$ cat src/rtl/nibble_adder_scheduler_pkg.sv
// Shared types, constants and round-robin pick for the nibble adder scheduler.
// Combinational helpers only; nothing here holds state.
package nibble_adder_scheduler_pkg;

    typedef enum logic [1:0] {
        IDLE = 2'd0,
        RUN  = 2'd1,
        DONE = 2'd2
    } state_t;

    localparam int NIBBLE_W = 4;
    localparam int MAX_REQ  = 8;

    // First set request at or above ptr, wrapping at nreq. Callers check that
    // at least one request is set; with none, ptr is returned unchanged.
    function automatic logic [2:0] rr_winner(input logic [MAX_REQ-1:0] req,
                                             input logic [2:0]         ptr,
                                             input int                 nreq);
        logic [2:0] win;
        logic       found;
        int         idx;
        win   = ptr;
        found = 1'b0;
        for (int k = 0; k < MAX_REQ; k++) begin
            idx = int'(ptr) + k;
            if (idx >= nreq) idx = idx - nreq;
            if (k < nreq && !found && req[idx]) begin
                win   = 3'(idx);
                found = 1'b1;
            end
        end
        return win;
    endfunction

endpackage

$ cat src/rtl/nibble_adder_scheduler_if.sv
// Client-side bundle of the nibble adder scheduler: packed requests/operands in,
// grant pulse and tagged registered result out.
interface nibble_adder_scheduler_if #(
    parameter int NREQ  = 4,
    parameter int WIDTH = 16
);
    localparam int IDW = (NREQ > 1) ? $clog2(NREQ) : 1;

    logic [NREQ-1:0]       req;
    logic [NREQ*WIDTH-1:0] a_bus;
    logic [NREQ*WIDTH-1:0] b_bus;
    logic [NREQ-1:0]       cin;
    logic [NREQ-1:0]       gnt;
    logic                  busy;
    logic                  done;
    logic [IDW-1:0]        done_id;
    logic [WIDTH-1:0]      sum;
    logic                  c_out;

    modport master (
        output req, a_bus, b_bus, cin,
        input  gnt, busy, done, done_id, sum, c_out
    );

    modport slave (
        input  req, a_bus, b_bus, cin,
        output gnt, busy, done, done_id, sum, c_out
    );

endinterface

$ cat src/rtl/nibble_adder_scheduler_add4.sv
// Shared 4-bit ripple adder slice with carry in/out; purely combinational.
module nibble_add4 (
    input  logic [3:0] a,
    input  logic [3:0] b,
    input  logic       ci,
    output logic [3:0] s,
    output logic       co
);

    logic [4:0] full;

    assign full = {1'b0, a} + {1'b0, b} + {4'b0000, ci};
    assign s    = full[3:0];
    assign co   = full[4];

endmodule

$ cat src/rtl/nibble_adder_scheduler.sv
// Round-robin shares one nibble adder among NREQ clients; result NIB+1 cycles after grant.
// Issue interval NIB+2 cycles; clients hold req and operands until they see gnt.
module nibble_adder_scheduler
    import nibble_adder_scheduler_pkg::*;
#(
    parameter int NREQ  = 4,
    parameter int WIDTH = 16
) (
    input  logic                     clk,
    input  logic                     reset,
    nibble_adder_scheduler_if.slave  bus
);

    localparam int NIB = WIDTH / NIBBLE_W;
    localparam int IDW = (NREQ > 1) ? $clog2(NREQ) : 1;
    localparam int CW  = (NIB > 1) ? $clog2(NIB) : 1;

    state_t                state;
    state_t                state_nx;
    logic [IDW-1:0]        rr_ptr;
    logic [IDW-1:0]        sel;
    logic [IDW-1:0]        sel_q;
    logic                  any_req;
    logic                  capture;
    logic [NREQ-1:0]       gnt;
    logic [WIDTH-1:0]      a_sel;
    logic [WIDTH-1:0]      b_sel;
    logic                  cin_sel;
    logic [WIDTH-1:0]      a_sh;
    logic [WIDTH-1:0]      b_sh;
    logic                  carry;
    logic [CW-1:0]         cnt;
    logic                  last_nib;
    logic [NIBBLE_W-1:0]   nib_sum;
    logic                  nib_cout;
    logic [WIDTH-1:0]      sum_nx;
    logic                  busy_q;
    logic                  done_q;
    logic [IDW-1:0]        done_id_q;
    logic [WIDTH-1:0]      sum_q;
    logic                  c_out_q;

    // Arbiter: winner is searched from rr_ptr upward, wrapping.
    assign any_req = |bus.req;
    assign sel     = IDW'(rr_winner(MAX_REQ'(bus.req), 3'(rr_ptr), NREQ));
    assign a_sel   = bus.a_bus[sel*WIDTH +: WIDTH];
    assign b_sel   = bus.b_bus[sel*WIDTH +: WIDTH];
    assign cin_sel = bus.cin[sel];

    assign last_nib = (cnt == CW'(NIB - 1));

    always_comb begin
        state_nx = state;
        gnt      = '0;
        capture  = 1'b0;
        case (state)
            IDLE: begin
                if (any_req && !reset) begin
                    gnt      = NREQ'(1) << sel;
                    capture  = 1'b1;
                    state_nx = RUN;
                end
            end
            RUN: begin
                if (last_nib) state_nx = DONE;
            end
            DONE: begin
                state_nx = IDLE;
            end
            default: begin
                state_nx = IDLE;
            end
        endcase
    end

    always_ff @(posedge clk or posedge reset) begin
        if (reset) state <= IDLE;
        else       state <= state_nx;
    end

    nibble_add4 u_slice (
        .a  (a_sh[NIBBLE_W-1:0]),
        .b  (b_sh[NIBBLE_W-1:0]),
        .ci (carry),
        .s  (nib_sum),
        .co (nib_cout)
    );

    // Result nibbles enter from the top; the partial holds the nibbles already
    // produced so that the final nibble completes the full-width sum.
    generate
        if (NIB > 1) begin : g_part
            logic [WIDTH-NIBBLE_W-1:0] part;
            always_ff @(posedge clk or posedge reset) begin
                if (reset)             part <= '0;
                else if (capture)      part <= '0;
                else if (state == RUN) part <= sum_nx[WIDTH-1:NIBBLE_W];
            end
            assign sum_nx = {nib_sum, part};
        end else begin : g_single
            assign sum_nx = nib_sum;
        end
    endgenerate

    always_ff @(posedge clk or posedge reset) begin
        if (reset) begin
            rr_ptr <= '0;
            sel_q  <= '0;
            a_sh   <= '0;
            b_sh   <= '0;
            carry  <= 1'b0;
            cnt    <= '0;
        end else if (capture) begin
            rr_ptr <= (sel == IDW'(NREQ - 1)) ? '0 : sel + 1'b1;
            sel_q  <= sel;
            a_sh   <= a_sel;
            b_sh   <= b_sel;
            carry  <= cin_sel;
            cnt    <= '0;
        end else if (state == RUN) begin
            a_sh  <= a_sh >> NIBBLE_W;
            b_sh  <= b_sh >> NIBBLE_W;
            carry <= nib_cout;
            cnt   <= cnt + 1'b1;
        end
    end

    // Result registers only move on the last nibble, so they hold between DONEs.
    always_ff @(posedge clk or posedge reset) begin
        if (reset) begin
            busy_q    <= 1'b0;
            done_q    <= 1'b0;
            done_id_q <= '0;
            sum_q     <= '0;
            c_out_q   <= 1'b0;
        end else begin
            busy_q <= (state_nx != IDLE);
            done_q <= (state_nx == DONE);
            if (state == RUN && last_nib) begin
                sum_q     <= sum_nx;
                c_out_q   <= nib_cout;
                done_id_q <= sel_q;
            end
        end
    end

    assign bus.gnt     = gnt;
    assign bus.busy    = busy_q;
    assign bus.done    = done_q;
    assign bus.done_id = done_id_q;
    assign bus.sum     = sum_q;
    assign bus.c_out   = c_out_q;

endmodule

$ cat src/flat_wrapper.sv
// flat-port wrapper written by rule: the top's interface ports become plain ports
module nibble_adder_scheduler_flat import nibble_adder_scheduler_pkg::*;
#(
    parameter int NREQ  = 4,
    parameter int WIDTH = 16
)
  (clk, reset, bus_req, bus_a_bus, bus_b_bus, bus_cin, bus_gnt, bus_busy, bus_done, bus_done_id, bus_sum, bus_c_out);
  nibble_adder_scheduler_if #(.NREQ(NREQ), .WIDTH(WIDTH)) bus_i ();
  input  logic clk;
  input  logic reset;
  input wire logic [$bits(bus_i.req)-1:0] bus_req;
  input wire logic [$bits(bus_i.a_bus)-1:0] bus_a_bus;
  input wire logic [$bits(bus_i.b_bus)-1:0] bus_b_bus;
  input wire logic [$bits(bus_i.cin)-1:0] bus_cin;
  output wire logic [$bits(bus_i.gnt)-1:0] bus_gnt;
  output wire logic [$bits(bus_i.busy)-1:0] bus_busy;
  output wire logic [$bits(bus_i.done)-1:0] bus_done;
  output wire logic [$bits(bus_i.done_id)-1:0] bus_done_id;
  output wire logic [$bits(bus_i.sum)-1:0] bus_sum;
  output wire logic [$bits(bus_i.c_out)-1:0] bus_c_out;
  assign bus_i.req = bus_req;
  assign bus_i.a_bus = bus_a_bus;
  assign bus_i.b_bus = bus_b_bus;
  assign bus_i.cin = bus_cin;
  assign bus_gnt = bus_i.gnt;
  assign bus_busy = bus_i.busy;
  assign bus_done = bus_i.done;
  assign bus_done_id = bus_i.done_id;
  assign bus_sum = bus_i.sum;
  assign bus_c_out = bus_i.c_out;
  nibble_adder_scheduler #(.NREQ(NREQ), .WIDTH(WIDTH)) u_core (.clk(clk), .reset(reset), .bus(bus_i));
endmodule
$ cat config.mk
export PLATFORM = sky130hd
export DESIGN_NAME = nibble_adder_scheduler_flat
export DESIGN_NICKNAME = d
export VERILOG_FILES = /design/src/rtl/nibble_adder_scheduler_pkg.sv /design/src/rtl/nibble_adder_scheduler_if.sv /design/src/rtl/nibble_adder_scheduler_add4.sv /design/src/rtl/nibble_adder_scheduler.sv /design/src/flat_wrapper.sv
export SDC_FILE = /design/constraint.sdc
export NUM_CORES = 1
export LEC_CHECK = 0
export CAP_MARGIN = 20
export CORE_ASPECT_RATIO = 0.7
export CORE_UTILIZATION = 45
export CTS_CLUSTER_DIAMETER = 40
export DETAILED_ROUTE_END_ITERATION = 8
export GPL_TIMING_DRIVEN = 0
export PLACE_DENSITY = 0.79
export SLEW_MARGIN = 20
export SYNTH_ARGS = -nofsm -noshare
export SYNTH_HDL_FRONTEND = slang
export SYNTH_SLANG_ARGS = --single-unit
$ cat constraint.sdc
create_clock -name clk -period 7.5 [get_ports clk]
set_clock_uncertainty 0.05 [all_clocks]
set_input_delay 1.5 -clock clk [delete_from_list [all_inputs] [get_ports clk]]
set_output_delay 1.5 -clock clk [all_outputs]
set_load 0.01 [all_outputs]
== After elaboration in Yosys (flattened, before gate mapping) ==
Cells that the tools add are included.
Storage, ports and cells
  register bits: 74
  bits in latches: 0
  bits in writable memories: 0
  bits in read-only memories: 0
  input port bits: 138
  word-level logic and storage cells: 96
  memories kept: 0
Cells by class
  add/sub/neg operators: 11
  $mul: 0
  div/mod/pow operators: 0
  order comparisons: 9
  equal/unequal tests: 4
  shifts and indexed selects: 3
  muxes and demuxes: 43
  bitwise gates (word level): 0
  reductions and logical operators: 13
Operators with widths (number)
  $lt A32 B5 Y1 const B: 4
  $mux W32: 4
  $shiftx A64 B7 Y16: 2
  $ge A32 B4 Y1 const B: 3
  $sub A32 B4 Y32 const B: 3
  $mux W16: 4
  $mux W12: 2
  $mux W2: 9
  $mux W1: 16
  $bmux W1 S3: 4
  $mux W4: 2
  $add A2 B2 Y3 const B: 2
  $eq A2 B2 Y1 const B: 3
  $add A4 B4 Y5: 1
  $add A5 B1 Y5: 1
  $logic_and A1 B1 Y1: 5
  $add A2 B1 Y2 const B: 2
  $logic_not A1 Y1: 4
  $pmux W2 S2: 1
  $reduce_bool A2 Y1: 2
  $reduce_or A4 Y1: 1
  $shl A1 B2 Y4 const A: 1
  $sub A2 B3 Y4 const B: 1
  $add A2 B1 Y3 const B: 1
  5 further kinds: 5

== Logic depth before layout (Yosys ltp) ==
  word-level depth: 18
  depth in mapped cells: 14
  mapped depth without buffers: 10

== By module ==
Synthesis repeated with hierarchy kept, for this count alone.
Unflattened totals
  cell total of the unflattened synthesis: 484
  area, all modules: 4575.6 µm²
By module, submodules not included
  nibble_adder_scheduler: times used 1, cells an instance 468, area each 4431.8 µm², seq. area each 1851.8 µm²
  nibble_add4: times used 1, cells an instance 16, area each 143.9 µm², seq. area each 0.0 µm²

== Worst setup path after synthesis ==
No wires, ideal clock.
  path kind: input port to output port
  from: input bus_req[3]
  to: output bus_gnt[3]
  arrival: 3.351 ns
  data required time: 5.950 ns
  slack: 2.599 ns
  cell stages on the path: 10
  path buffers: 3
  cell sequence: clkbuf_2 > mux4_2 > o32a_1 > a32o_1 > buf_6 > inv_12 > buf_12 > ha_1 > inv_1 > nor2_1
Between the ends
  word-level cells in the longest chain between the ends: 16
  elaborated cells on any way between the ends: 30
  classes of those cells: shift (1); mux (21); reduce/logical (8)
RTL lines
  start: declaration: line flat_wrapper.sv:11  | input wire logic [$bits(bus_i.req)-1:0] bus_req;
  $bmux W1 S3: line nibble_adder_scheduler_pkg.sv:27  | if (k < nreq && !found && req[idx]) begin
  $mux W1 (implied by the code) (2 in series): line nibble_adder_scheduler_pkg.sv:27
  $mux W1: line nibble_adder_scheduler_pkg.sv:27
  $logic_not A1 Y1: line nibble_adder_scheduler_pkg.sv:27
  $logic_and A1 B1 Y1: line nibble_adder_scheduler_pkg.sv:27
  $mux W1: line nibble_adder_scheduler_pkg.sv:27
  $logic_not A1 Y1: line nibble_adder_scheduler_pkg.sv:27
  $logic_and A1 B1 Y1: line nibble_adder_scheduler_pkg.sv:27
  $mux W1: line nibble_adder_scheduler_pkg.sv:27
  $logic_not A1 Y1: line nibble_adder_scheduler_pkg.sv:27
  $logic_and A1 B1 Y1: line nibble_adder_scheduler_pkg.sv:27
  $mux W2: line nibble_adder_scheduler_pkg.sv:27
  $shl A1 B2 Y4: line nibble_adder_scheduler.sv:59  | gnt = NREQ'(1) << sel;
  $mux W4 *: line nibble_adder_scheduler.sv:58  | if (any_req && !reset) begin
  $mux W4 *: line nibble_adder_scheduler.sv:56  | case (state)
  end: declaration: line flat_wrapper.sv:15  | output wire logic [$bits(bus_i.gnt)-1:0] bus_gnt;
Mark *: on every way between the ends. The rest lies on a longest branch, timed or not. The select of a mux whose other input is x is not followed.

== Final worst setup path ==
  from: input bus_req[2]
  to: output bus_gnt[2]
Same word-level chain as after synthesis.

==> results.sh <==
export IMPL_outcome="finished, final reports clean"
export IMPL_netlist_area_um2=4970
export IMPL_rsz0062_at_grt="false"
export IMPL_nFillCells=819
export IMPL_drt_pass1_iter_count=5
export IMPL_cts_made_buffers=9
export IMPL_path_class="in -> out"
export IMPL_area_growth_syn_to_layout_pct=42.8
export IMPL_tns_ns=0
export IMPL_pwr_share_seq_pct=19.7
export IMPL_combinationalPowerShare_pct=67.4
export IMPL_synth_top_area_cell="dfrtp_1"
export IMPL_p_clk_share_pct=12.8
export IMPL_clock_root_buffer="clkbuf_16"
export IMPL_synthArstFlopShare_pct=100
export IMPL_p_int_mw=1.84
export IMPL_coreArea_um2=10600
export IMPL_r2r_start="u_core.rr_ptr[0]"
export IMPL_hold_viol_final=0
export IMPL_antenna_found_initial=0
export IMPL_post_cts_buffers=0
export IMPL_dp_hpwl_mm=12.2
export IMPL_cts_resized=0
export IMPL_hold_depth=2
export IMPL_diodes=0
export IMPL_stdcell_area_um2=7090
export IMPL_period_needed_ns=6.19
export IMPL_dieArea_um2=11500
export IMPL_required_ns=5.95
export IMPL_swShare_pct=46.9
export IMPL_avgSynthCellArea_um2=9.45
export IMPL_synth_warnings=0
export IMPL_max_freq_mhz=162
export IMPL_wl_per_cell_um=18.4
export IMPL_finalWeightedCongestion=0.865
export IMPL_fin_util_pct=67.2
export IMPL_drcViolationCount=0
export IMPL_grt_max_degree=60
export IMPL_min_delay_start="u_core.bus.sum[13]"
export IMPL_final_max_slew_violation_count=0
export IMPL_yosys_most_used_dff="dfrtp_1"
export IMPL_drv_cap=0
export IMPL_cts_buffer_depth=2
export IMPL_worst_slew_pin_slew_ns=0.763
export IMPL_synth_top_area_share_pct=37.3
export IMPL_grt_pass1_vias=5021
export IMPL_ir_drop_mv=0.294
export IMPL_via_per_inst=5.65
export IMPL_cts_tree="built"
export IMPL_synth_seq_cells=74
export IMPL_place_area_um2=6790
export IMPL_ys_top_cells_by_area="dfrtp_1 37%, and3_1 8.3%, nand2_1 8.2%, a211oi_2 6.8%, o31ai_2 6.8%"
export IMPL_r2r_cells=12
export IMPL_cts_num_sinks=74
export IMPL_io_pins=163
export IMPL_synth_distinct_cells=42
export IMPL_grt_use_total_pct=28.2
export IMPL_synth_top_cells_by_count="108 x nand2_1, 74 x dfrtp_1, 66 x and3_1, 39 x a211oi_1, 33 x clkbuf_1"
export IMPL_cellLeakagePower_nw=3.09
export IMPL_io_buffers=160
export IMPL_end_kind="output port"
export IMPL_finalSetupViolations=0
export IMPL_yosysMostFrequentCell="nand2_1"
export IMPL_htreeDepth=3
export IMPL_holdPathEnd="u_core.bus.sum[13]"
export IMPL_finalCritPeriodShare_pct=82.5
export IMPL_drive_above_1_share_pct=16.6
export IMPL_critPathLaunchType="primary input"
export IMPL_ys_seq_area_share_pct=37.3
export IMPL_fin_nets=844
export IMPL_rows=31
export IMPL_worstSkewPairLatency_ns=0.34
export IMPL_start_util_pct=47.1
export IMPL_syn_nets=672
export IMPL_ctsHoldBuffers=0
export IMPL_r2r_end="u_core.rr_ptr[1]"
export IMPL_grt_overflow=0
export IMPL_p_per_area_nw_per_um2=489
export IMPL_drtIter0Drc=387
export IMPL_wl_mm=15.6
export IMPL_vias=4811
export IMPL_dieWidth_um=128
export IMPL_path_clk_slew_ns=0.06
export IMPL_syn_inst=526
export IMPL_max_slew_margin_rel_pct=49.1
export IMPL_crit_fanout=10
export IMPL_hold_ws_ns=0.425
export IMPL_ant_nets=0
export IMPL_p_switching_mw=1.63
export IMPL_die_y_um=89.9
export IMPL_grt_pass1_wl_mm=25.2
export IMPL_synth_edf_count=0
export IMPL_worstPathArrival_ns=4.64
export IMPL_min_path_type="reg -> reg"
export IMPL_r2r_slack_ns=4.00
==> worst max-delay path, cell delays in order <==
cell,delay (ns)
clkdlybuf4s50_1,0.63
mux4_2,0.30
o221ai_1,0.13
a311o_1,0.48
nand2_2,0.22
buf_2,0.31
inv_1,0.12
nor3_1,0.33
clkdlybuf4s50_1,0.61
==> how the worst max path moves through the flow <==
stage	startpoint	cells past startpoint	endpoint
after floorplan	bus_req[3]	10	bus_gnt[3]
after global placement	bus_req[1]	12	bus_gnt[3]
after detailed placement	bus_req[2]	9	bus_gnt[2]
after CTS	bus_req[2]	9	bus_gnt[2]
after global routing	bus_req[2]	9	bus_gnt[2]
final	bus_req[2]	9	bus_gnt[2]
==> power groups by stage <==
stage	logic (mW)	clock network, mW	registers, mW
after floorplan	1.64	0	0.682
after global placement	2.26	0	0.677
after detailed placement	2.31	0	0.685
after CTS	2.32	0.448	0.682
after global routing	2.53	0.466	0.702
final	2.34	0.446	0.685
==> kinds of logic (layout without fill, tap and decap cells) <==
kind of cell / Yosys count / count (layout) / share of synthesized area, %
AO/OA/AOI/OAI: 130 / 130 / 24.6
XOR/XNOR: 2 / 2 / 0.353
adder cells (fa/ha/maj): 8 / 8 / 2.32
buffers and inverters: 68 / 245 / 7.93
flip-flops: 74 / 74 / 37.3
multiplexers: 28 / 28 / 6.87
AND/OR/NAND/NOR: 216 / 216 / 20.7
==> cell usage in the layout (no fill, tap or decap), drive strengths merged, types with 6 or more instances in the layout <==
cell           Yosys  layout
clkdlybuf4s50      0     160
dfrtp             74      74
o21ai             15      15
clkbuf            35      44
a211oi            66      66
o31ai             28      28
and3              66      66
mux2              19      19
nor2               6       6
nand2            109     109
nand3             27      27
buf               21      22
inv               12      16
mux2i              6       6
ha                 6       6
==> flip-flops by register name (all words and copies together) (netlist names) <==
| signal | flops |
|---|---|
| u_core.a_sh | 16 |
| u_core.b_sh | 16 |
| u_core.bus.busy | 1 |
| u_core.bus.c_out | 1 |
| u_core.bus.done | 1 |
| u_core.bus.done_id | 2 |
| u_core.bus.sum | 16 |
| u_core.carry | 1 |
| u_core.cnt | 2 |
| u_core.g_part.part | 12 |
| u_core.rr_ptr | 2 |
| u_core.sel_q | 2 |
| u_core.state | 2 |
==> layout make-up <==
class	instances	area (µm²)	area share (%)
sequential	74	1850	26.1
multi-input combinational	384	2720	38.4
timing repair buffer	161	1630	23.0
clock inverter	7	82.6	1.16
tap	148	185	2.61
clock buffer	9	225	3.18
buffer	56	337	4.75
inverter	12	60.1	0.847
==> routing by layer <==
layer	up-vias	wire, µm	track usage (%)
met5	-	0	0
li1	2267	-	-
met3	16	1300	6.79
met1	2295	6950	38.8
met4	0	210	6.47
met2	233	7180	45.0
==> per-stage QoR <==
stage | power (mW) | std cells | setup WS [ns]
floorplan | 2.32 | 526 | 2.60
global placement | 2.94 | 834 | 1.54
detailed placement | 3.00 | 835 | 1.40
CTS | 3.45 | 851 | 1.38
global route | 3.70 | 851 | 1.19
finish | 3.47 | 851 | 1.31
No activity file was read; power rests on OpenSTA's default activity.
